### src/rtl/id_reg.sv
// Decode stage register: decodes RV32I formats, immediates and register fields, and registers them for EX.
// Ports: fetch inputs (if_*), EX hazard/flush inputs (ex_*, br_taken), combinational stall, registered id_* outputs.
// Latency 1 cycle; stall holds fetch for one bubble on a load-use hazard; cpu_en=0 freezes all state.
module id_reg #(
    parameter int ADDR_W = 32,
    parameter int INSN_W = 32
) (
    input  logic              clk,
    input  logic              reset,
    input  logic              cpu_en,
    input  logic              if_en,
    input  logic [ADDR_W-1:0] if_pc,
    input  logic [INSN_W-1:0] if_insn,
    input  logic              br_taken,
    input  logic              ex_en,
    input  logic              ex_mem_rd,
    input  logic [4:0]        ex_rd_addr,
    output logic              stall,
    output logic              id_en,
    output logic [ADDR_W-1:0] id_pc,
    output logic [INSN_W-1:0] id_insn,
    output logic [4:0]        id_rs1_addr,
    output logic [4:0]        id_rs2_addr,
    output logic [4:0]        id_rd_addr,
    output logic [31:0]       id_imm,
    output logic [2:0]        id_fmt,
    output logic [2:0]        id_funct3,
    output logic              id_funct7_b5,
    output logic              id_rd_we,
    output logic              id_mem_rd,
    output logic              id_mem_wr,
    output logic              id_illegal
);

    localparam logic [6:0] OP_LUI    = 7'b0110111;
    localparam logic [6:0] OP_AUIPC  = 7'b0010111;
    localparam logic [6:0] OP_JAL    = 7'b1101111;
    localparam logic [6:0] OP_JALR   = 7'b1100111;
    localparam logic [6:0] OP_BRANCH = 7'b1100011;
    localparam logic [6:0] OP_LOAD   = 7'b0000011;
    localparam logic [6:0] OP_STORE  = 7'b0100011;
    localparam logic [6:0] OP_OPIMM  = 7'b0010011;
    localparam logic [6:0] OP_OP     = 7'b0110011;

    localparam logic [2:0] FMT_R   = 3'd0;
    localparam logic [2:0] FMT_I   = 3'd1;
    localparam logic [2:0] FMT_S   = 3'd2;
    localparam logic [2:0] FMT_B   = 3'd3;
    localparam logic [2:0] FMT_U   = 3'd4;
    localparam logic [2:0] FMT_J   = 3'd5;
    localparam logic [2:0] FMT_ILL = 3'd7;

    logic [31:0] insn;
    logic [2:0]  d_fmt;
    logic [31:0] d_imm;
    logic        d_rs1_use, d_rs2_use, d_rd_wr;
    logic        d_mem_rd, d_mem_wr, d_illegal;
    logic [4:0]  d_rs1, d_rs2, d_rd;
    logic        d_rd_we;
    logic        hazard;

    assign insn = if_insn[31:0];

    // Format, register usage and memory flags from the opcode; anything unlisted is illegal.
    always_comb begin
        d_fmt     = FMT_ILL;
        d_rs1_use = 1'b0;
        d_rs2_use = 1'b0;
        d_rd_wr   = 1'b0;
        d_mem_rd  = 1'b0;
        d_mem_wr  = 1'b0;
        d_illegal = 1'b0;
        case (insn[6:0])
            OP_LUI, OP_AUIPC: begin d_fmt = FMT_U; d_rd_wr = 1'b1; end
            OP_JAL:           begin d_fmt = FMT_J; d_rd_wr = 1'b1; end
            OP_JALR:          begin d_fmt = FMT_I; d_rs1_use = 1'b1; d_rd_wr = 1'b1; end
            OP_BRANCH:        begin d_fmt = FMT_B; d_rs1_use = 1'b1; d_rs2_use = 1'b1; end
            OP_LOAD:          begin d_fmt = FMT_I; d_rs1_use = 1'b1; d_rd_wr = 1'b1; d_mem_rd = 1'b1; end
            OP_STORE:         begin d_fmt = FMT_S; d_rs1_use = 1'b1; d_rs2_use = 1'b1; d_mem_wr = 1'b1; end
            OP_OPIMM:         begin d_fmt = FMT_I; d_rs1_use = 1'b1; d_rd_wr = 1'b1; end
            OP_OP:            begin d_fmt = FMT_R; d_rs1_use = 1'b1; d_rs2_use = 1'b1; d_rd_wr = 1'b1; end
            default:          d_illegal = 1'b1;
        endcase
    end

    // Immediate assembly per format; R and illegal carry no immediate.
    always_comb begin
        d_imm = 32'd0;
        case (d_fmt)
            FMT_I:   d_imm = {{20{insn[31]}}, insn[31:20]};
            FMT_S:   d_imm = {{20{insn[31]}}, insn[31:25], insn[11:7]};
            FMT_B:   d_imm = {{19{insn[31]}}, insn[31], insn[7], insn[30:25], insn[11:8], 1'b0};
            FMT_U:   d_imm = {insn[31:12], 12'd0};
            FMT_J:   d_imm = {{11{insn[31]}}, insn[31], insn[19:12], insn[20], insn[30:21], 1'b0};
            default: d_imm = 32'd0;
        endcase
    end

    assign d_rs1   = d_rs1_use ? insn[19:15] : 5'd0;
    assign d_rs2   = d_rs2_use ? insn[24:20] : 5'd0;
    assign d_rd    = d_rd_wr   ? insn[11:7]  : 5'd0;
    assign d_rd_we = d_rd_wr && (insn[11:7] != 5'd0);

    // Unused source fields are already zeroed, so with ex_rd_addr != 0 a plain
    // compare against the zeroed address cannot match an unused field.
    assign hazard = if_en && ex_en && ex_mem_rd && (ex_rd_addr != 5'd0) &&
                    ((d_rs1 == ex_rd_addr) || (d_rs2 == ex_rd_addr));

    // A taken branch discards the consumer anyway, so it never needs to stall.
    assign stall = hazard && !br_taken && cpu_en && !reset;

    always_ff @(posedge clk) begin
        if (reset) begin
            id_en        <= 1'b0;
            id_pc        <= '0;
            id_insn      <= '0;
            id_rs1_addr  <= 5'd0;
            id_rs2_addr  <= 5'd0;
            id_rd_addr   <= 5'd0;
            id_imm       <= 32'd0;
            id_fmt       <= 3'd0;
            id_funct3    <= 3'd0;
            id_funct7_b5 <= 1'b0;
            id_rd_we     <= 1'b0;
            id_mem_rd    <= 1'b0;
            id_mem_wr    <= 1'b0;
            id_illegal   <= 1'b0;
        end else if (cpu_en) begin
            if (br_taken || stall) begin
                // Bubble: only the valid and control flags matter downstream.
                id_en      <= 1'b0;
                id_rd_we   <= 1'b0;
                id_mem_rd  <= 1'b0;
                id_mem_wr  <= 1'b0;
                id_illegal <= 1'b0;
            end else begin
                id_en        <= if_en;
                id_pc        <= if_pc;
                id_insn      <= if_insn;
                id_rs1_addr  <= d_rs1;
                id_rs2_addr  <= d_rs2;
                id_rd_addr   <= d_rd;
                id_imm       <= d_imm;
                id_fmt       <= d_fmt;
                id_funct3    <= insn[14:12];
                id_funct7_b5 <= insn[30];
                id_rd_we     <= if_en && d_rd_we;
                id_mem_rd    <= if_en && d_mem_rd;
                id_mem_wr    <= if_en && d_mem_wr;
                id_illegal   <= if_en && d_illegal;
            end
        end
    end

endmodule

### config.mk
export PLATFORM = sky130hd
export DESIGN_NAME = id_reg
export DESIGN_NICKNAME = d
export VERILOG_FILES = /design/src/rtl/id_reg.sv
export SDC_FILE = /design/constraint.sdc
export NUM_CORES = 1
export LEC_CHECK = 0
export BUFFER_PORTS_ARGS = -buffer_cell sky130_fd_sc_hd__buf_2
export CORE_MARGIN = 2
export CORE_UTILIZATION = 50
export CTS_CLUSTER_DIAMETER = 150
export CTS_CLUSTER_SIZE = 28
export DETAILED_ROUTE_END_ITERATION = 10
export GPL_TIMING_DRIVEN = 0
export PLACE_DENSITY = 0.83
export SLEW_MARGIN = 20
export SYNTH_ARGS = -nofsm -noshare
export SYNTH_HDL_FRONTEND = slang
export SYNTH_SLANG_ARGS = --single-unit
### constraint.sdc
create_clock -name clk -period 2.65 [get_ports clk]
set_input_delay 0.3975 -clock clk [delete_from_list [all_inputs] [get_ports clk]]
set_output_delay 0.3975 -clock clk [all_outputs]
set_load 0.1 [all_outputs]
Word-level counts from Yosys, hierarchy flattened
Cells that the tools add are included.
{ "totals": {"reg_bits": 123, "out_inout_bits": 124} }
{ "classes": {"n_eq_ne": 16, "n_mux": 16, "n_bitwise": 1, "reduce_logical": 25} }
{ "op_table": {"columns": ["cell", "count"], "rows": [
  ["32-bit case mux with 5 select lines", 1],
  ["7-bit by 6-bit == test with 1-bit output, second input constant", 3],
  ["7-bit == test, second input constant", 3],
  ["3-bit case mux with 6 select lines", 1],
  ["5-bit 2-to-1 mux", 3],
  ["7-bit by 5-bit == test with 1-bit output, second input constant", 2],
  ["1-bit logical AND", 12],
  ["1-bit 2-to-1 mux", 11],
  ["5-bit == test", 2],
  ["5-bit nonzero test", 2],
  ["9-bit OR reduction", 1],
  ["7-bit by 2-bit == test with 1-bit output, second input constant", 1],
  ["7-bit OR reduction", 1],
  ["3-bit by 2-bit == test with 1-bit output, second input constant", 2],
  ["3-bit == test, second input constant", 2],
  ["3-bit OR reduction", 2],
  ["6-bit OR reduction", 1],
  ["3-bit by 1-bit == test with 1-bit output, second input constant", 1],
  ["1-bit zero test", 2],
  ["1-bit logical OR", 2],
  ["2-bit AND reduction", 1],
  ["2-bit OR reduction", 1],
  ["1-bit inverter", 1]
]} }

Depth between registers and ports, before layout
Gate-level depths: netlist (run 1).
{ "depth": {"word_depth": 13, "depth_mapped": 10, "depth_no_buf": 6} }

Least setup slack after synthesis (run 1)
OpenSTA, ideal clock, no wires.
{ "synth_timing": {"kind": "input port to output port", "startpoint": "input port if_insn[5]", "endpoint": "output port stall", "t_arrival_ns": 2.791, "path_slack_ns": -0.539, "stages": 8, "path_cell_list": "buf_2 -> and3b_1 -> buf_4 -> o21ai_2 -> nor4_1 -> or2_2 -> a31oi_1 -> nor2_1"} }
{ "synth_via": {"elab_chain_cells": 10, "word_cells_on_any_way": 19, "classes_between": "eq/ne: 8; mux: 4; reduce/logical: 7"} }
{ "synth_rtl": {"columns": ["element", "line_no", "text"], "rows": [
  ["from (decl)", "13", "input logic [INSN_W-1:0] if_insn,"],
  ["7-bit by 6-bit == test with 1-bit output (tied with other cells)", "73", "case (insn[6:0])"],
  ["6-bit OR reduction (no source line) or 3-bit OR reduction (tied branches)", null, null],
  ["1-bit 2-to-1 mux", "73", null],
  ["5-bit 2-to-1 mux (on tied branches)", "99, 100", null],
  ["5-bit == test", "107", "((d_rs1 == ex_rd_addr) || (d_rs2 == ex_rd_addr));"],
  ["1-bit logical OR *", "107", null],
  ["1-bit logical AND *", "106", "assign hazard = if_en && ex_en && ex_mem_rd && (ex_rd_addr != 5'd0) &&"],
  ["1-bit logical AND * (3 in series)", "110", "assign stall = hazard && !br_taken && cpu_en && !reset;"],
  ["to (decl)", "18", "output logic stall,"]
]} }
Mark *: on every way between the ends. The rest lies on a longest branch, timed or not.

Worst setup path in the final report (run 1)
{ "layout_timing": {"startpoint": "input port if_insn[19]", "endpoint": "output port stall"} }
{ "layout_via": {"elab_chain_cells": 7} }
{ "layout_rtl": {"columns": ["element", "line_no", "text"], "rows": [
  ["5-bit 2-to-1 mux", "99", "assign d_rs1 = d_rs1_use ? insn[19:15] : 5'd0;"],
  ["5-bit == test", "107", null],
  ["1-bit logical OR", "107", null],
  ["1-bit logical AND", "106", null],
  ["1-bit logical AND (3 in series)", "110", null]
]} }
Every way passes these cells.

==> results of run 1 <==
-- worst max-delay path by stage --
stage          endpoint  cells past startpoint         from  slack [ps]
2_1_floorplan     stall                      8   if_insn[5]         190
3_3_place_gp      stall                      9   if_insn[2]         -70
3_5_place_dp      stall                      9   if_insn[2]        -120
4_1_cts           stall                      8   if_insn[2]          60
5_1_grt           stall                      8  if_insn[19]         -50
6_report          stall                      8  if_insn[19]          20
-- layer usage --
metal / wire, µm / GRT usage [%] / share of wire [%]
met2: 8770 / 45.6 / 45
met4: 605 / 12.3 / 3.1
met1: 8060 / 39.3 / 42
met5: 12 / 0 / 0.062
met3: 1940 / 10.3 / 10
-- tightest hold or removal path, delay by kind of cell --
kind | cells | cell delay [ps]
AO/OA/AOI/OAI | 1 | 50
AND/OR/NAND/NOR | 1 | 60
buffers and inverters | 1 | 90
-- Yosys cell counts, drive strengths merged, types with 3 or more instances --
cell      n  share of area, %
a211oi   15               2.0
a21oi    72               6.3
a22oi     7              0.91
a311oi   11               1.7
a31o      6              0.91
a31oi    30               3.3
a32o      3              0.52
and3b     3              0.46
buf      47               5.7
clkbuf   39               2.6
dfxtp   119                41
inv       4              0.26
mux2     10               2.0
mux2i    13               2.3
nand2    55               3.6
nand2b    6              0.65
nand3     3              0.56
nand4    58               6.3
nor2     22               1.6
nor2b    14               1.5
nor3      6              0.72
nor4      9               1.1
o211ai    7               1.0
o21ai     5              0.50
o31ai    59               7.7
xnor2     3              0.46
-- stage by stage --
| step | total power [mW] | area, µm² |
|---|---|---|
| floorplan | 2.72 | 5770 |
| global placement | 2.94 | 6920 |
| detailed placement | 2.95 | 6920 |
| CTS | 5.26 | 7530 |
| global route | 5.40 | 7540 |
| finish | 5.26 | 7540 |
-- power breakdown --
| part | leakage [nW] | total, mW | internal [mW] | switching, mW |
|---|---|---|---|---|
| Combinational | 2.00 | 1.03 | 0.204 | 0.823 |
| Sequential | 0.971 | 1.90 | 1.86 | 0.0397 |
| Clock | 0.293 | 2.33 | 1.51 | 0.827 |
-- kinds of logic (layout without fill, tap and decap cells) --
| family | Yosys count | in the layout |
|---|---|---|
| AO/OA/AOI/OAI | 230 | 230 |
| AND/OR/NAND/NOR | 188 | 188 |
| flip-flops | 119 | 119 |
| buffers and inverters | 91 | 318 |
| multiplexers | 23 | 23 |
| XOR/XNOR | 3 | 3 |
| other | 0 | 1 |
-- flip-flops by register name, indices dropped and copies added, names as in the netlist --
name	count
id_illegal	1
id_insn	32
id_rs1_addr	5
id_mem_wr	1
id_rs2_addr	5
id_rd_we	1
id_mem_rd	1
id_imm	32
id_rd_addr	5
id_pc	32
id_en	1
id_fmt	3
-- what timing repair did --
item	in CTS	in global routing
gates resized for setup	2	3
setup endpoints to repair	1	1
cloned	0	0
endpoints found under the hold margin	0	0
-- final cells by class --
type | instances | area, µm²
clock buffers | 25 | 505
clock inverters | 7 | 91.3
inverters | 5 | 18.8
diodes | 1 | 2.50
repair buffers | 195 | 978
fillers | 944 | 3780
well taps | 143 | 179
plain buffers | 86 | 480
multi-input cells | 444 | 2900
flip-flops and latches | 119 | 2380
==> summary.txt, run 1 <==
Yosys
  – Register area share after synthesis: 41.3%
  – Largest family of logic cells by synthesized area: compound AO/OA/AOI/OAI gates
  – YS warnings: 0
  – Multiplexer area fraction after synthesis: 4.21%
  – Syn Std Cell Area: 5760 µm²
  – Post-Synth Simple-Gate Area: about 18%
  – Syn nets: 730
  – Xor/xnor cell area share of the yosys netlist: 0.456%
  – Synthesized instance count: 654
  – Post-synth EDFFs: 0
  – Ys async rst share: 0%
  – Syn avg cell area: about 8.8 µm²
  – Compound-Gate Fraction of Synth Area: 27.1%
  – Predominant post-synthesis flop cell: dfxtp_1
  – Yosys cell types: 61
  – Synth Area in Adders: 0%
  – Flops & latches, synth: 119

Flow run
  – Max-capacitance violation count: 0

STA
  – Setup TNS: 0 ps
  – Finish-stage setup viols: 0
  – Hold_ws: approximately 230 ps
  – Crit share post-route: between 90% and 100%
  – Slew @ Worst Pin: just under 600 ps
  – Final hold vios: 0
  – Min setup slack post-route: approximately 25 ps
  – Rel. slew slack: 61.0%
  – Clock skew: 0 ps
  – Final Critical Period: roughly 2600 ps
  – Fmax: between 0.3 and 0.4 GHz
  – Final slew viol count: 0

Detailed routing
  – WL/cell: 18.9 µm
  – Final routed DRC violation total: 0
  – Detailed router's first-iteration violation count: 700
  – Routed wire length: ~19000 µm
  – Via count: 6284
  – Pre-Repair DR Iteration Count: 6
  – Vias per inst: 6.13
  – ANT nets after route: 0

Clock network
  – Clk buf depth: 2
  – CTS tree: done
  – Num CTS Buffers: 17
  – H-tree depth: 4
  – # hold bufs at CTS: 0
  – Post-CTS Setup Inserts: 0
  – CTS sink cnt: 119
  – Clock latency on the worst-skew pair: 410 ps
  – Worst-path clk slew: 50 ps
  – CTS Root Cell: clkbuf_16

Placement
  – I/O Buffers: 195
  – DP Worst Slack: -124 ps
  – HPWL Detailed: 13500 µm
  – Final GP Congestion: 0.929
  – Post-placement cell count: roughly 990

Floorplanning
  – Top Ports: 200
  – Row count: 39
  – Die ar.: roughly 12000 µm²
  – Initial Utilization: 50.9%
  – Die width: 111 µm
  – Core region area: 11300 µm²
  – Die height: 111 µm

Worst hold path
  – Hold Path Origin: if_pc[20]
  – Hold Crit Class: input pin to register
  – Hold path endpoint: id_pc[20]
  – WHS Path Cells: 3

Final layout
  – Non-Filler Instances: 1025
  – Fin nets: 944
  – Area growth, synth to finish: 30.9%
  – Most common cell after layout, fill and taps aside: buf_2
  – Most frequent cells in the layout: buf_2 (211), dfxtp_1 (119), a21oi_1 (72)
  – Layout cells sized above 1: 32.1%
  – Post-layout util: 66.6%

Worst setup path
  – Critical R2R Launch: id_rs1_addr[3]
  – CP bufs+invs: 3
  – Cells on worst reg2reg path: 2
  – Slack of the worst reg-to-reg path: 1790 ps
  – Kind of cell adding the most delay to the critical path: compound AO/OA/AOI/OAI gates
  – Worst endpoint data arrival time: 2230 ps
  – Max incr delay on CP: 390 ps
  – Ordered list of cells on the worst path: buf_2 > inv_1 > o2111ai_1 > o221ai_1 > or2_2 > a31oi_1 > nor2_4 > buf_4
  – RR Endpoint: id_rs1_addr[3]
  – Crit-path max FO: 4
  – Crit Path Category: input pin to primary output
  – Critical Path End Type: primary output
  – Crit path required time: around 2300 ps
  – CP Launch Type: input pin
  – Slowest cell on crit path: o2111ai_1

Power
  – Peak VDD IR: 387 µV
  – Power Density: 698 nW/µm²
  – Pleak: 3.27 nW

GRT
  – Vias in the first global route: approximately 5800
  – Pin count of the biggest net entering global routing: 17
  – Total track usage: 30.0%
  – Initial antenna violation count: 2
  – Global-route wire length before repair: 30000 µm
  – Total grt overflow: 0

Status
  – Status: completed
(Power assumes the default switching activity.)
==> run 2, diff against run 1 <==
Settings changed: CORE_MARGIN 2 to default.
==> summary.txt, run 2 (synthesis results as in run 1) <==
Floorplanning
  – Die height: 109 µm (-1.8%)
  – Die ar.: 12000 µm² (-3.6%)
  – Core region area: 11000 µm² (-2.6%)
  – Row count: 38 (-2.6%)
  – Die width: 109 µm (-1.8%)
  – Initial Utilization: 52.2% (+1.3 points)
  – Top Ports: 200 (unchanged)

Detailed routing
  – Pre-Repair DR Iteration Count: 9 (+3)
  – WL/cell: 18.7 µm (-1.1%)
  – Detailed router's first-iteration violation count: 873 (+25%)
  – ANT nets after route: 0 (unchanged)
  – Vias per inst: 6.14 (+0.22%)
  – Routed wire length: 19100 µm (-1.6%)
  – Via count: 6267 (-0.27%)
  – Final routed DRC violation total: 0 (unchanged)

GRT
  – Total track usage: 31.5% (+1.5 points)
  – Pin count of the biggest net entering global routing: 17 (unchanged)
  – Global-route wire length before repair: 28800 µm (-4.1%)
  – Vias in the first global route: 5600 (-3.3%)
  – Initial antenna violation count: 0 (-2)
  – Total grt overflow: 0 (unchanged)

Worst setup path
  – Slack of the worst reg-to-reg path: 1790 ps (about the same)
  – Critical Path End Type: primary output
  – Crit Path Category: input pin to primary output
  – Crit-path max FO: 10 (+6)
  – Worst endpoint data arrival time: 2110 ps (-120 ps)
  – CP Launch Type: input pin
  – Crit path required time: 2250 ps (about the same)

Power
  – Comb pwr share: 18.8% (-0.7 points)
  – P_sw: 1.67 mW (-1.2%)
  – Total power: 5.47 mW (+3.9%)
  – Switching share of power: 30.5% (-1.6 points)
  – Internal power: 3.80 mW (+6.4%)
  – Pleak: 3.29 nW (+0.62%)
  – Clock share of power: 46.5% (+2.2 points)
  – Sequential Power Share: 34.8% (-1.4 points)
  – Power Density: 721 nW/µm² (+3.3%)
  – Peak VDD IR: 354 µV (-8.5%)

Status
  – Status: completed

Worst hold path
  – Hold Crit Class: input pin to register

Clock network
  – # hold bufs at CTS: 0 (unchanged)
  – Worst-path clk slew: 50 ps (about the same)
  – Clk buf depth: 2 (unchanged)
  – Num CTS Buffers: 17 (unchanged)
  – CTS sink cnt: 119 (unchanged)
  – CTS Root Cell: clkbuf_16
  – Clock latency on the worst-skew pair: 400 ps (about the same)
  – CTS tree: done
  – H-tree depth: 4 (unchanged)

STA
  – Slew @ Worst Pin: 669 ps (+85.8 ps)
  – Min setup slack post-route: 139 ps (+115 ps)
  – Final hold vios: 0 (unchanged)
  – Rel. slew slack: 55.4% (-5.6 points)
  – RSZ-0062 raised after global routing: false
  – Final slew viol count: 0 (unchanged)
  – Final Critical Period: 2510 ps (-115 ps)
  – Finish-stage setup viols: 0 (unchanged)
  – Fmax: 0.398 GHz (+4.6%)
  – Clock skew: 0 ps (unchanged)
  – Crit share post-route: 94.7% (-4.3 points)

Flow run
  – Max-capacitance violation count: 0 (unchanged)

Placement
  – I/O Buffers: 195 (unchanged)
  – Final GP Congestion: 0.955 (+2.8%)
  – DP Worst Slack: -126 ps (-1.67 ps)
  – HPWL Detailed: 13600 µm (+0.23%)
  – Area post-placement: 6920 µm² (about the same)

Final layout
  – Area growth, synth to finish: 31.7%
  – Most common cell after layout, fill and taps aside: buf_2
  – Cell area after layout: 7590 µm² (+0.65%)
  – Fin nets: 945 (+0.11%)
  – # diodes: 0 (-1)
  – Most frequent cells in the layout: buf_2 (211), dfxtp_1 (119), a21oi_1 (72)
  – Largest regs: id_imm (32), id_insn (32), id_pc (32)
  – Layout cells sized above 1: 32.2% (+0.037 points)
-- run 2: final cells by class --
cell class              instances  area, µm²
clock buffers                  22        474
plain buffers                  86        480
inverters                       5       18.8
well taps                     140        175
fillers                       913       3440
clock inverters                 8        170
multi-input cells             444       2900
flip-flops and latches        119       2380
repair buffers                196        986
-- run 2: routing by layer --
layer	share of wire [%]	global-route usage [%]	up-vias	wire length [µm]
met5	0	0	-	0
met1	42	41.9	2935	8060
met3	10	8.48	41	2000
met2	45	49.1	358	8540
met4	2.5	11.4	0	480
li1	-	-	2933	-
-- run 2: per-stage QoR --
step                TNS (ps)  utilization (%)  std cells  hold WS, ps
floorplan                  0                -        654          536
global placement       -87.3             62.7        989          430
detailed placement      -280             62.7        989          440
CTS                        0             68.7       1019          232
global route               0             68.8       1020          246
finish                     0             68.8       1020          239
-- run 2: final timing paths --
kind                 startpoint            end  depth (start not counted)
setup / recovery     if_insn[2]          stall                          9
setup reg to reg  id_rd_addr[4]  id_rd_addr[4]                          2
hold / removal        if_pc[14]      id_pc[14]                          3
hold reg to reg       id_mem_rd      id_mem_rd                          2
-- run 2: critical path, cell delays in order --
cell and delay (ps):
buf_2 110, clkbuf_2 190, nor2_4 230, or3_1 140, o221ai_1 180, or2_2 350, a31oi_1 240, nor2_4 40
buf_4 230
-- run 2: repair_timing --
item                       CTS  global route
setup buffers                0             1
setup endpoints to repair    1             1
pin swaps                    0             1
resized for setup            2             3
-- run 2: power groups by stage --
| stage | sequential [mW] | clock, mW | combinational (mW) |
|---|---|---|---|
| CTS | 1.90 | 2.55 | 1.02 |
| global route | 1.91 | 2.63 | 1.07 |
| floorplan | 2.45 | 0 | 0.270 |
| global placement | 1.94 | 0 | 1.00 |
| finish | 1.90 | 2.54 | 1.03 |
| detailed placement | 1.94 | 0 | 1.01 |
==> run 3, diff against run 2 <==
Settings changed: CTS_CLUSTER_SIZE 28 to default, PLACE_DENSITY 0.83 to 0.8.
==> summary.txt, run 3 (synthesis results as in run 1) <==
GRT
  – Initial antenna violation count: 0 (unchanged)
  – Vias in the first global route: 5798 (+3.5%)
  – Pin count of the biggest net entering global routing: 17 (unchanged)
  – Total grt overflow: 0 (unchanged)
  – Global-route wire length before repair: 29300 µm (+1.8%)
  – Total track usage: 32.1% (+0.57 points)

Placement
  – Post-placement cell count: 989 (unchanged)
  – Area post-placement: 6920 µm² (unchanged)
  – I/O Buffers: 195 (unchanged)
  – HPWL Detailed: 14000 µm (+3.5%)
  – DP Worst Slack: -117 ps (+8.56 ps)
  – Final GP Congestion: 0.955 (about the same)

Clock network
  – CTS tree: done
  – H-tree depth: 4 (unchanged)
  – CTS sink cnt: 119 (unchanged)
  – Clk buf depth: 2 (unchanged)
  – Clock latency on the worst-skew pair: 410 ps (about the same)
  – Worst-path clk slew: 50 ps (about the same)
  – Post-CTS Setup Inserts: 0 (unchanged)
  – CTS Root Cell: clkbuf_16
  – Num CTS Buffers: 17 (unchanged)

Worst setup path
  – CP bufs+invs: 3 (unchanged)
  – Crit path top cell by count: nor2_4
  – Critical Path End Type: primary output
  – Crit-path max FO: 10 (unchanged)
  – CP Launch Type: input pin
  – Slowest cell on crit path: or2_2
  – Ordered list of cells on the worst path: buf_2 > clkbuf_2 > nor2_4 > or3_1 > o221ai_1 > or2_2 > a31oi_1 > nor2_4 > buf_4
  – Worst endpoint data arrival time: 2120 ps (about the same)
  – Crit path required time: 2250 ps (about the same)
  – Kind of cell adding the most delay to the critical path: simple AND/OR/NAND/NOR gates
  – Crit Path Category: input pin to primary output
  – Max incr delay on CP: 350 ps (about the same)

Detailed routing
  – Detailed router's first-iteration violation count: 757 (-13%)
  – Final routed DRC violation total: 0 (unchanged)
  – Vias per inst: 6.18 (+0.62%)
  – Routed wire length: 19400 µm (+1.9%)
  – WL/cell: 19.1 µm (+1.9%)
  – Via count: 6306 (+0.62%)
  – Pre-Repair DR Iteration Count: 5 (-4)
  – ANT nets after route: 0 (unchanged)

STA
  – Hold_ws: 234 ps (-5.94 ps)
  – Final hold vios: 0 (unchanged)
  – Slew @ Worst Pin: 636 ps (-33.2 ps)
  – Finish-stage setup viols: 0 (unchanged)
  – Final slew viol count: 0 (unchanged)
  – Crit share post-route: 95.0% (+0.26 points)
  – Fmax: 0.397 GHz (-0.28%)
  – Clock skew: 0 ps (unchanged)
  – Rel. slew slack: 57.5% (+2.1 points)
  – Final Critical Period: 2520 ps (+6.93 ps)
  – Setup TNS: 0 ps (unchanged)
  – RSZ-0062 raised after global routing: false
  – Min setup slack post-route: 133 ps (-6.93 ps)

Floorplanning
  – Die ar.: 12000 µm² (unchanged)
  – Die width: 109 µm (unchanged)
  – Die height: 109 µm (unchanged)
  – Initial Utilization: 52.2% (unchanged)
  – Top Ports: 200 (unchanged)
  – Core region area: 11000 µm² (unchanged)
  – Row count: 38 (unchanged)

Final layout
  – Most frequent cells in the layout: buf_2 (211), dfxtp_1 (119), a21oi_1 (72)
  – Fin nets: 944 (-0.11%)
  – Most common cell after layout, fill and taps aside: buf_2
  – Non-Filler Instances: 1020 (unchanged)
  – Register Area: 2380 µm² (unchanged)
  – Largest regs: id_imm (32), id_insn (32), id_pc (32)
  – Fillers: 907 (-0.66%)
  – Multi-input gate area: 2900 µm² (unchanged)
  – # diodes: 0 (unchanged)
  – Post-layout util: 67.7% (-1.1 points)
  – Layout cells sized above 1: 31.7% (-0.45 points)
  – Area growth, synth to finish: 29.7%
  – Cell area after layout: 7470 µm² (-1.6%)

Power
  – Pleak: 3.24 nW (-1.5%)
  – Peak VDD IR: 507 µV (+43%)
  – Power Density: 668 nW/µm² (-7.3%)
  – Total power: 4.99 mW (-8.7%)

Status
  – Status: completed

Worst hold path
  – Hold Crit Class: input pin to register

Flow run
  – Max-capacitance violation count: 0 (unchanged)
## run 3: power by group
part	leakage, nW	switching (mW)	internal [mW]
Clock	0.264	0.754	1.31
Sequential	0.971	0.0400	1.86
Combinational	2.00	0.823	0.204
## run 3: path summary, 6_finish.rpt
kind         cells after the start           start  slack, ps              to
min                              3        if_pc[6]        230        id_pc[6]
max reg2reg                      2  id_rs1_addr[4]       1790  id_rs1_addr[4]
min reg2reg                      1      id_illegal        460      id_illegal
max                              9      if_insn[2]        130           stall
## run 3: worst reg2reg max path: cells and delay by family (launching register included)
family	cells	cell delay [ps]
flops	1	310
mux	1	300
simple gates	1	120
## run 3: area by class of cell
type | instances | area share [%]
multi-input combinational | 444 | 38.9
sequential | 119 | 31.9
timing repair buffer | 195 | 13.1
clock buffer | 28 | 6.92
buffer | 86 | 6.43
tap | 140 | 2.34
inverter | 5 | 0.251
clock inverter | 3 | 0.201
## run 3: metal layers
| layer | part of all wire (%) | track usage (%) | routed length [µm] |
|---|---|---|---|
| met4 | 2.4 | 10.8 | 471 |
| met2 | 47 | 51.6 | 9220 |
| met5 | 0 | 0 | 0 |
| met3 | 10 | 10.0 | 1980 |
| met1 | 40 | 40.8 | 7780 |
## run 3: what timing repair did
item | CTS | global route
setup endpoints to repair | 1 | 1
cloned | 0 | 0
hold buffers | 0 | 0
gates resized for setup | 2 | 3
